### src/rtl/dcache_controller_pkg.sv
// dcache_controller_pkg: geometry and FSM encoding shared by the cache controller files.
package dcache_controller_pkg;
  localparam int TAG_W = 3;
  localparam int IDX_W = 3;
  localparam int OFF_W = 2;
  localparam int LINES = 8;
  localparam int BLOCK_W = 32;
  localparam int ADDR_W = TAG_W + IDX_W + OFF_W;
  typedef enum logic [1:0] {IDLE, WRITEBACK, ALLOCATE} state_e;
endpackage

### src/rtl/dcache_controller_if.sv
// dcache_controller_if: CPU-side and memory-side signals of the cache; slave = cache, master = environment.
interface dcache_controller_if;
  import dcache_controller_pkg::*;
  logic read;
  logic write;
  logic [ADDR_W-1:0] address;
  logic [7:0] writedata;
  logic [7:0] readdata;
  logic busywait;
  logic mem_read;
  logic mem_write;
  logic [TAG_W+IDX_W-1:0] mem_address;
  logic [BLOCK_W-1:0] mem_writedata;
  logic [BLOCK_W-1:0] mem_readdata;
  logic mem_busywait;
  modport slave (
    input read, write, address, writedata, mem_readdata, mem_busywait,
    output readdata, busywait, mem_read, mem_write, mem_address, mem_writedata
  );
  modport master (
    output read, write, address, writedata, mem_readdata, mem_busywait,
    input readdata, busywait, mem_read, mem_write, mem_address, mem_writedata
  );
endinterface

### src/rtl/dcache_byte_sel.sv
// dcache_byte_sel: picks byte[offset] out of a cache block, byte0 in the low bits.
module dcache_byte_sel
  import dcache_controller_pkg::*;
(
  input  logic [BLOCK_W-1:0] block,
  input  logic [OFF_W-1:0]   offset,
  output logic [7:0]         rdata
);
  assign rdata = block[{offset, 3'b000} +: 8];
endmodule

### src/rtl/dcache_controller.sv
// dcache_controller: direct-mapped 8-line write-back data cache with writeback/allocate FSM.
module dcache_controller
  import dcache_controller_pkg::*;
(
  input logic clock,
  input logic reset,
  dcache_controller_if.slave bus
);
  state_e state_q, state_d;
  logic first_q, first_d;
  logic [LINES-1:0] valid_q, valid_d, dirty_q, dirty_d;
  logic [LINES-1:0][TAG_W-1:0] tag_q, tag_d;
  logic [LINES-1:0][BLOCK_W-1:0] data_q, data_d;
  logic [TAG_W-1:0] tag;
  logic [IDX_W-1:0] idx;
  logic [OFF_W-1:0] off;
  logic hit, req, mem_done;
  assign tag = bus.address[OFF_W+IDX_W +: TAG_W];
  assign idx = bus.address[OFF_W +: IDX_W];
  assign off = bus.address[OFF_W-1:0];
  assign req = bus.read | bus.write;
  assign hit = valid_q[idx] && tag_q[idx] == tag;
  // memory may still show a stale ready in the first cycle of a request
  assign mem_done = !first_q && !bus.mem_busywait;
  assign bus.busywait = req && !(state_q == IDLE && hit);
  assign bus.mem_read = state_q == ALLOCATE;
  assign bus.mem_write = state_q == WRITEBACK;
  assign bus.mem_address = state_q == WRITEBACK ? {tag_q[idx], idx} :
                           state_q == ALLOCATE  ? {tag, idx} : '0;
  assign bus.mem_writedata = state_q == WRITEBACK ? data_q[idx] : '0;
  dcache_byte_sel u_byte_sel (
    .block  (data_q[idx]),
    .offset (off),
    .rdata  (bus.readdata)
  );
  always_comb begin
    state_d = state_q;
    valid_d = valid_q;
    dirty_d = dirty_q;
    tag_d = tag_q;
    data_d = data_q;
    unique case (state_q)
      IDLE: begin
        if (req && !hit)
          state_d = valid_q[idx] && dirty_q[idx] ? WRITEBACK : ALLOCATE;
        else if (bus.write && hit) begin
          data_d[idx][{off, 3'b000} +: 8] = bus.writedata;
          dirty_d[idx] = 1'b1;
        end
      end
      WRITEBACK: state_d = mem_done ? ALLOCATE : WRITEBACK;
      ALLOCATE: if (mem_done) begin
        state_d = IDLE;
        data_d[idx] = bus.mem_readdata;
        tag_d[idx] = tag;
        valid_d[idx] = 1'b1;
        dirty_d[idx] = 1'b0;
      end
      default: state_d = IDLE;
    endcase
    first_d = state_d != IDLE && state_d != state_q;
  end
  always_ff @(posedge clock) begin
    if (!reset) begin
      state_q <= IDLE;
      first_q <= 1'b0;
      valid_q <= '0;
      dirty_q <= '0;
    end else begin
      state_q <= state_d;
      first_q <= first_d;
      valid_q <= valid_d;
      dirty_q <= dirty_d;
    end
  end
  always_ff @(posedge clock) begin
    tag_q <= tag_d;
    data_q <= data_d;
  end
endmodule

### src/flat_wrapper.sv
// flat-port wrapper written by rule: the top's interface ports become plain ports
module dcache_controller_flat import dcache_controller_pkg::*;
  (clock, reset, bus_read, bus_write, bus_address, bus_writedata, bus_mem_readdata, bus_mem_busywait, bus_readdata, bus_busywait, bus_mem_read, bus_mem_write, bus_mem_address, bus_mem_writedata);
  dcache_controller_if bus_i ();
  input logic clock;
  input logic reset;
  input wire logic [$bits(bus_i.read)-1:0] bus_read;
  input wire logic [$bits(bus_i.write)-1:0] bus_write;
  input wire logic [$bits(bus_i.address)-1:0] bus_address;
  input wire logic [$bits(bus_i.writedata)-1:0] bus_writedata;
  input wire logic [$bits(bus_i.mem_readdata)-1:0] bus_mem_readdata;
  input wire logic [$bits(bus_i.mem_busywait)-1:0] bus_mem_busywait;
  output wire logic [$bits(bus_i.readdata)-1:0] bus_readdata;
  output wire logic [$bits(bus_i.busywait)-1:0] bus_busywait;
  output wire logic [$bits(bus_i.mem_read)-1:0] bus_mem_read;
  output wire logic [$bits(bus_i.mem_write)-1:0] bus_mem_write;
  output wire logic [$bits(bus_i.mem_address)-1:0] bus_mem_address;
  output wire logic [$bits(bus_i.mem_writedata)-1:0] bus_mem_writedata;
  assign bus_i.read = bus_read;
  assign bus_i.write = bus_write;
  assign bus_i.address = bus_address;
  assign bus_i.writedata = bus_writedata;
  assign bus_i.mem_readdata = bus_mem_readdata;
  assign bus_i.mem_busywait = bus_mem_busywait;
  assign bus_readdata = bus_i.readdata;
  assign bus_busywait = bus_i.busywait;
  assign bus_mem_read = bus_i.mem_read;
  assign bus_mem_write = bus_i.mem_write;
  assign bus_mem_address = bus_i.mem_address;
  assign bus_mem_writedata = bus_i.mem_writedata;
  dcache_controller u_core (.clock(clock), .reset(reset), .bus(bus_i));
endmodule
### config.mk
export PLATFORM = sky130hd
export DESIGN_NAME = dcache_controller_flat
export DESIGN_NICKNAME = d
export VERILOG_FILES = /design/src/rtl/dcache_controller_pkg.sv /design/src/rtl/dcache_controller_if.sv /design/src/rtl/dcache_byte_sel.sv /design/src/rtl/dcache_controller.sv /design/src/flat_wrapper.sv
export SDC_FILE = /design/constraint.sdc
export NUM_CORES = 1
export LEC_CHECK = 0
export BUFFER_PORTS_ARGS = -buffer_cell sky130_fd_sc_hd__buf_2
export CAP_MARGIN = 20
export CORE_MARGIN = 1
export CORE_UTILIZATION = 30
export DETAILED_ROUTE_END_ITERATION = 10
export PLACE_DENSITY = 0.5
export SLEW_MARGIN = 15
export SYNTH_ARGS = -nofsm -noshare
export SYNTH_HDL_FRONTEND = slang
export SYNTH_HIERARCHICAL = 1
export SYNTH_SLANG_ARGS = --single-unit
### constraint.sdc
create_clock -name clock -period 4 [get_ports clock]
set_input_delay 0.4 -clock clock [delete_from_list [all_inputs] [get_ports clock]]
set_output_delay 0.4 -clock clock [all_outputs]
set_load 0.005 [all_outputs]
## Word-level counts from Yosys, hierarchy flattened

Index checks and enable logic that the tools add are counted.

| cells by class | value |
|---|---|
| add/subtract/negate cells | 1 |
| magnitude comparators | 2 |
| eq/ne operators | 7 |
| shifts and indexed selects | 3 |
| muxes and demuxes | 35 |
| bitwise gates (word level) | 5 |
| reduce and logical (&&, ||, !) cells | 18 |

Operator list:

| operator | number |
|---|---|
| two-way mux 256 bit | 3 |
| bitwise mux 256 bit | 2 |
| case mux 256 bit (2 select lines) | 1 |
| demux 32 bit (select 3 bit) | 2 |
| two-way mux 32 bit | 4 |
| binary-select mux 32 bit (select 3 bit) | 1 |
| variable shift 8 x 7 -> 32 bit (first input constant) | 1 |
| variable part select 32 x 6 -> 8 bit | 1 |
| variable part select 8 x 7 -> 32 bit | 1 |
| bitwise mux 24 bit | 1 |
| two-way mux 8 bit | 3 |
| OR 8 bit | 2 |
| case mux 8 bit (2 select lines) | 1 |
| two-way mux 6 bit | 2 |
| binary-select mux 3 bit (select 3 bit) | 1 |
| demux 3 bit (select 3 bit) | 1 |
| logical AND 1 bit | 9 |
| bitwise AND 8 bit | 1 |
| two-way mux 2 bit | 4 |
| inverter 8 bit | 1 |
| negator 5 -> 7 bit | 1 |
| binary-select mux 1 bit (select 3 bit) | 2 |
| two-way mux 3 bit | 2 |
| case mux 2 bit (3 select lines) | 1 |
| 16 further kinds | 23 |

| storage, ports and cells | value |
|---|---|
| register bits after elaboration | 299 |
| bits of input ports | 53 |
| output and inout port bits | 49 |
| word-level logic and storage cells | 91 |

## Depth between registers and ports, before layout

| depth | value |
|---|---|
| word-level depth | 10 |
| mapped depth | 10 |
| mapped depth without buffers | 7 |

## By module

Netlist, hierarchy kept.

Modules (own cells, without submodules):

| module | instances | cells each | area each (um2) | seq. area each (um2) |
|---|---|---|---|---|
| dcache_controller | 1 | 1,144 | 13,711.9 | 8,788.4 |
| dcache_byte_sel | 1 | 10 | 196.4 | 0.0 |

## Worst setup path after synthesis

Ideal clock, no wire load.

| timing | value |
|---|---|
| path kind | input port to flip-flop |
| from | in bus_address[4] |
| to | reg u_core/data_q[0] (netlist name), enable pin |
| setup time | 383 ps |
| arrival time | 2,514 ps |
| data required time | 3,617 ps |
| path slack | 1,103 ps |
| stages on the path | 8 |
| path buffers | 2 |
| path through | buf_4 > or2_2 > o22ai_1 > o21ai_0 > a22oi_4 > a41oi_4 > buf_6 > nor3_1 |

| between the ends | value |
|---|---|
| longest elaborated chain between the ends | 8 |
| elaborated cells on any way between the ends | 12 |
| those cells by class | eq/ne: 3; mux: 4; reduce/logical: 5 |

Ends and longest elaborated chain:

| item | line | text |
|---|---|---|
| from (decl) | flat_wrapper.sv:9 | `input wire logic [$bits(bus_i.address)-1:0] bus_address;` |
| binary-select mux 3 bit (select 3 bit) | dcache_controller.sv:22 | `assign hit = valid_q[idx] && tag_q[idx] == tag;` |
| two-way mux 3 bit (not written as such) | dcache_controller.sv:22 |  |
| == test 3 bit | dcache_controller.sv:22 |  |
| logical AND 1 bit * | dcache_controller.sv:22 |  |
| zero test 1 bit | dcache_controller.sv:44 | `if (req && !hit)` |
| logical AND 1 bit | dcache_controller.sv:44 |  |
| != test 2 bit (no line) | n/a |  |
| AND reduction 4 bit (no line) * | n/a |  |
| to (signal assigned) | dcache_controller.sv:78 | `data_q <= data_d;` |
| to (decl) | dcache_controller.sv:13 | `logic [LINES-1:0][BLOCK_W-1:0] data_q, data_d;` |

Every way passes the cells marked *; elsewhere a longest branch is shown, timed or not. The select of a mux whose other input is x is not followed.
A chain may end at the register's enable or synchronous reset.

## Worst setup path after layout

| timing | value |
|---|---|
| from | in bus_address[2] |
| to | out bus_readdata[7] |

| between the ends | value |
|---|---|
| longest elaborated chain between the ends | 3 |

Ends and longest elaborated chain:

| item | line | text |
|---|---|---|
| binary-select mux 32 bit (select 3 bit) | dcache_controller.sv:32 | `.block (data_q[idx]),` |
| two-way mux 32 bit (not written as such) | dcache_controller.sv:32 |  |
| variable part select 32 x 6 -> 8 bit | dcache_byte_sel.sv:9 | `assign rdata = block[{offset, 3'b000} +: 8];` |
| to (decl) | flat_wrapper.sv:13 | `output wire logic [$bits(bus_i.readdata)-1:0] bus_readdata;` |

No other way between the ends. The select of a mux whose other input is x is not followed.

==> out/metrics.cfg <==
[run_status]
status=finished, final reports clean

[placed_design]
port_buffers=101
hpwl_um=36200
gp_congestion=0.866

[pwr]
p_int_uw=5500
p_seq_share_pct=46.7
switching_share_pct=24.6
power_frac_comb_pct=9.6
power_uw=7300
power.net_switching_uw=1800
leakage_uw=0.00623
peakVddDrop_uv=250
power_frac_clock_pct=43.8
power.density_nw_per_um2=439

[synth]
synth_top_flop_cell=edfxtp_1
ys_seq_area_share_pct=63.2
syn_area_per_cell_um2=12.1
synth.net_count=1212
syn_inst=1154
yosysTopAreaCellShare_pct=60.5
yosysUniqueCellTypes=49
synth-seq-cells=299
async_flop_share_pct=0
synth_area_leader_cell=edfxtp_1
synth.area.top_cells=edfxtp_1, nor2_1, a22oi_1
synth_edf_count=280
yosys_warnings=6
syn-cell-area_um2=13900

[floorplan]
core-area_um2=45600
num_io_pins=102
start_util_pct=30.5
die_y_um=217
num_rows=78
die_area_um2=47200
die_w_um=217

[route]
first_iter_violations=1089
wl_per_cell_um=26.9
vias_per_cell=5.51
ant_nets=0
route.detailed.drc=0
vias=10500
wirelength_um=51300
dr.pass1.iters=5

[sta]
skew_ns=0.0200
fin_crit_sh_pct=87.1
relSlewSlack_pct=25.8
setup_viol=0
rsz0062_at_grt=no
hold_viol=0
drv_slew=0
setup_tns_ns=0
max_slew.worst_pin.slew_ns=1.11
max_freq_ghz=0.287
period_minus_slack_ns=3.48

[clock_tree]
clkLatencyLatePin_ns=0.54
postCtsSetupBuffers=0
path_clk_slew_ns=0.06
cts_buffer_depth=3
cts_root_buf=clkbuf_16
holdBufCountCts=0
cts-buffers-inserted=35
cts_tree=done
ctsResizeCount=0
cts_sinks=299
h-tree-depth=2

[min_path]
hp-class=in2reg
hold_depth=2

[global_route]
grt_pass1_vias=10100
overflow=0
grt_use_total_pct=21.7
grt_pass1_wl_um=73200
grt_max_degree=37
antenna_found_initial=0

[layout]
drive_gt1_share_pct=22.1
n_antenna_cell=0
layout_commonest_cell=edfxtp_1
final_cell_mix=edfxtp_1, nor2_1, buf_2, buf_4, a22oi_1
layout.nets=1348
area_growth_pct=19.5

[critical_path]
cp_max_fo=27
slowest_delay_ns=0.69
critical_path.slowest_cell=nor2b_1
cp.arrival_ns=3.08
critical_path.startpoint_type=input pin
cp-end-kind=output pin
cp_data_required_time_ns=3.60
reg2regPathDepth=5
cp_cell_sequence=buf_4 -> nor2b_1 -> and2_1 -> a22oi_1 -> o21ai_0 -> mux4_2 -> buf_2
path_class=in2out

[run]
max-cap-violations=0

[cell families after synthesis]
group	Yosys count	share of synthesized area (%)
flip-flops	299	63.2
AO/OA/AOI/OAI	238	12.7
AND/OR/NAND/NOR	428	13.1
multiplexers	80	7.29
adder cells (fa/ha/maj)	5	0.450
buffers and inverters	104	3.29
[through the flow]
stage	area, um2	std cells	hold slack (ns)	setup slack [ns]	utilization (%)
3_3_place_gp	15500	1851	0.441	0.523	33.9
2_1_floorplan	13900	1154	0.431	1.10	-
4_1_cts	16600	1910	0.157	0.544	36.4
3_5_place_dp	15500	1851	0.444	0.540	33.9
5_1_grt	16600	1912	0.180	0.435	36.5
6_report	16600	1912	0.177	0.518	36.5
[power groups by stage]
| stage | Combinational [uW] | Sequential (uW) | Clock, uW |
|---|---|---|---|
| floorplan | 361 | 3470 | 0 |
| global placement | 680 | 3470 | 0 |
| detailed placement | 683 | 3470 | 0 |
| CTS | 685 | 3410 | 3250 |
| global route | 733 | 3410 | 3360 |
| finish | 697 | 3410 | 3190 |
[cell usage after synthesis, types with 5 or more instances]
library cell	n
edfxtp_1	280
nor2_1	265
a22oi_1	72
clkbuf_1	58
nand2_1	54
mux2i_1	45
nor3_1	41
a22o_1	34
a21oi_1	28
and2_1	24
o21ai_0	24
a221oi_1	21
mux2_2	20
dfxtp_1	19
nand3_1	19
mux4_2	15
buf_2	14
buf_1	12
o22ai_1	11
a31oi_1	10
inv_1	10
o21a_1	9
a221o_1	7
a211oi_1	5
buf_6	5
ha_1	5
[area by class of cell]
| class | count | area (um2) |
|---|---|---|
| inverter | 11 | 41.3 |
| fill | 4478 | 29000 |
| multi-input combinational | 751 | 4690 |
| timing repair buffer | 192 | 1230 |
| clock buffer | 40 | 916 |
| sequential | 299 | 8790 |
| tap | 600 | 751 |
| clock inverter | 19 | 210 |
[worst max-delay path, delay by kind of cell]
family          cells  cell delay [ns]
compound gates      2             0.47
mux                 1             0.45
simple gates        2             1.27
buf+inv             2             0.47
[metal layers]
layer / vias to the layer above / routed length [um] / part of all wire (%) / global-route usage [%]
li1: 4603 / - / - / -
met1: 5299 / 21900 / 43 / 30.5
met2: 565 / 22900 / 45 / 32.8
met3: 74 / 5080 / 9.9 / 5.30
met4: 0 / 1460 / 2.8 / 7.11
met5: - / 0 / 0 / 0
[final timing paths]
kind                         from            endpoint  slack, ns
max                bus_address[2]     bus_readdata[7]       0.52
min reg2reg             flip-flop           flip-flop       0.45
min          bus_mem_readdata[19]  u_core/data_q[115]       0.18
max reg2reg     u_core/state_q[0]  u_core/data_q[255]       0.53
[state kept, by name (all words and copies together) (netlist names), named ones only]
| signal | flops |
|---|---|
| u_core/first_q | 1 |
| u_core/tag_q | 24 |
| u_core/state_q | 2 |
| u_core/data_q | 256 |
| u_core/valid_q | 8 |
No activity file was read; power rests on OpenSTA's default activity.
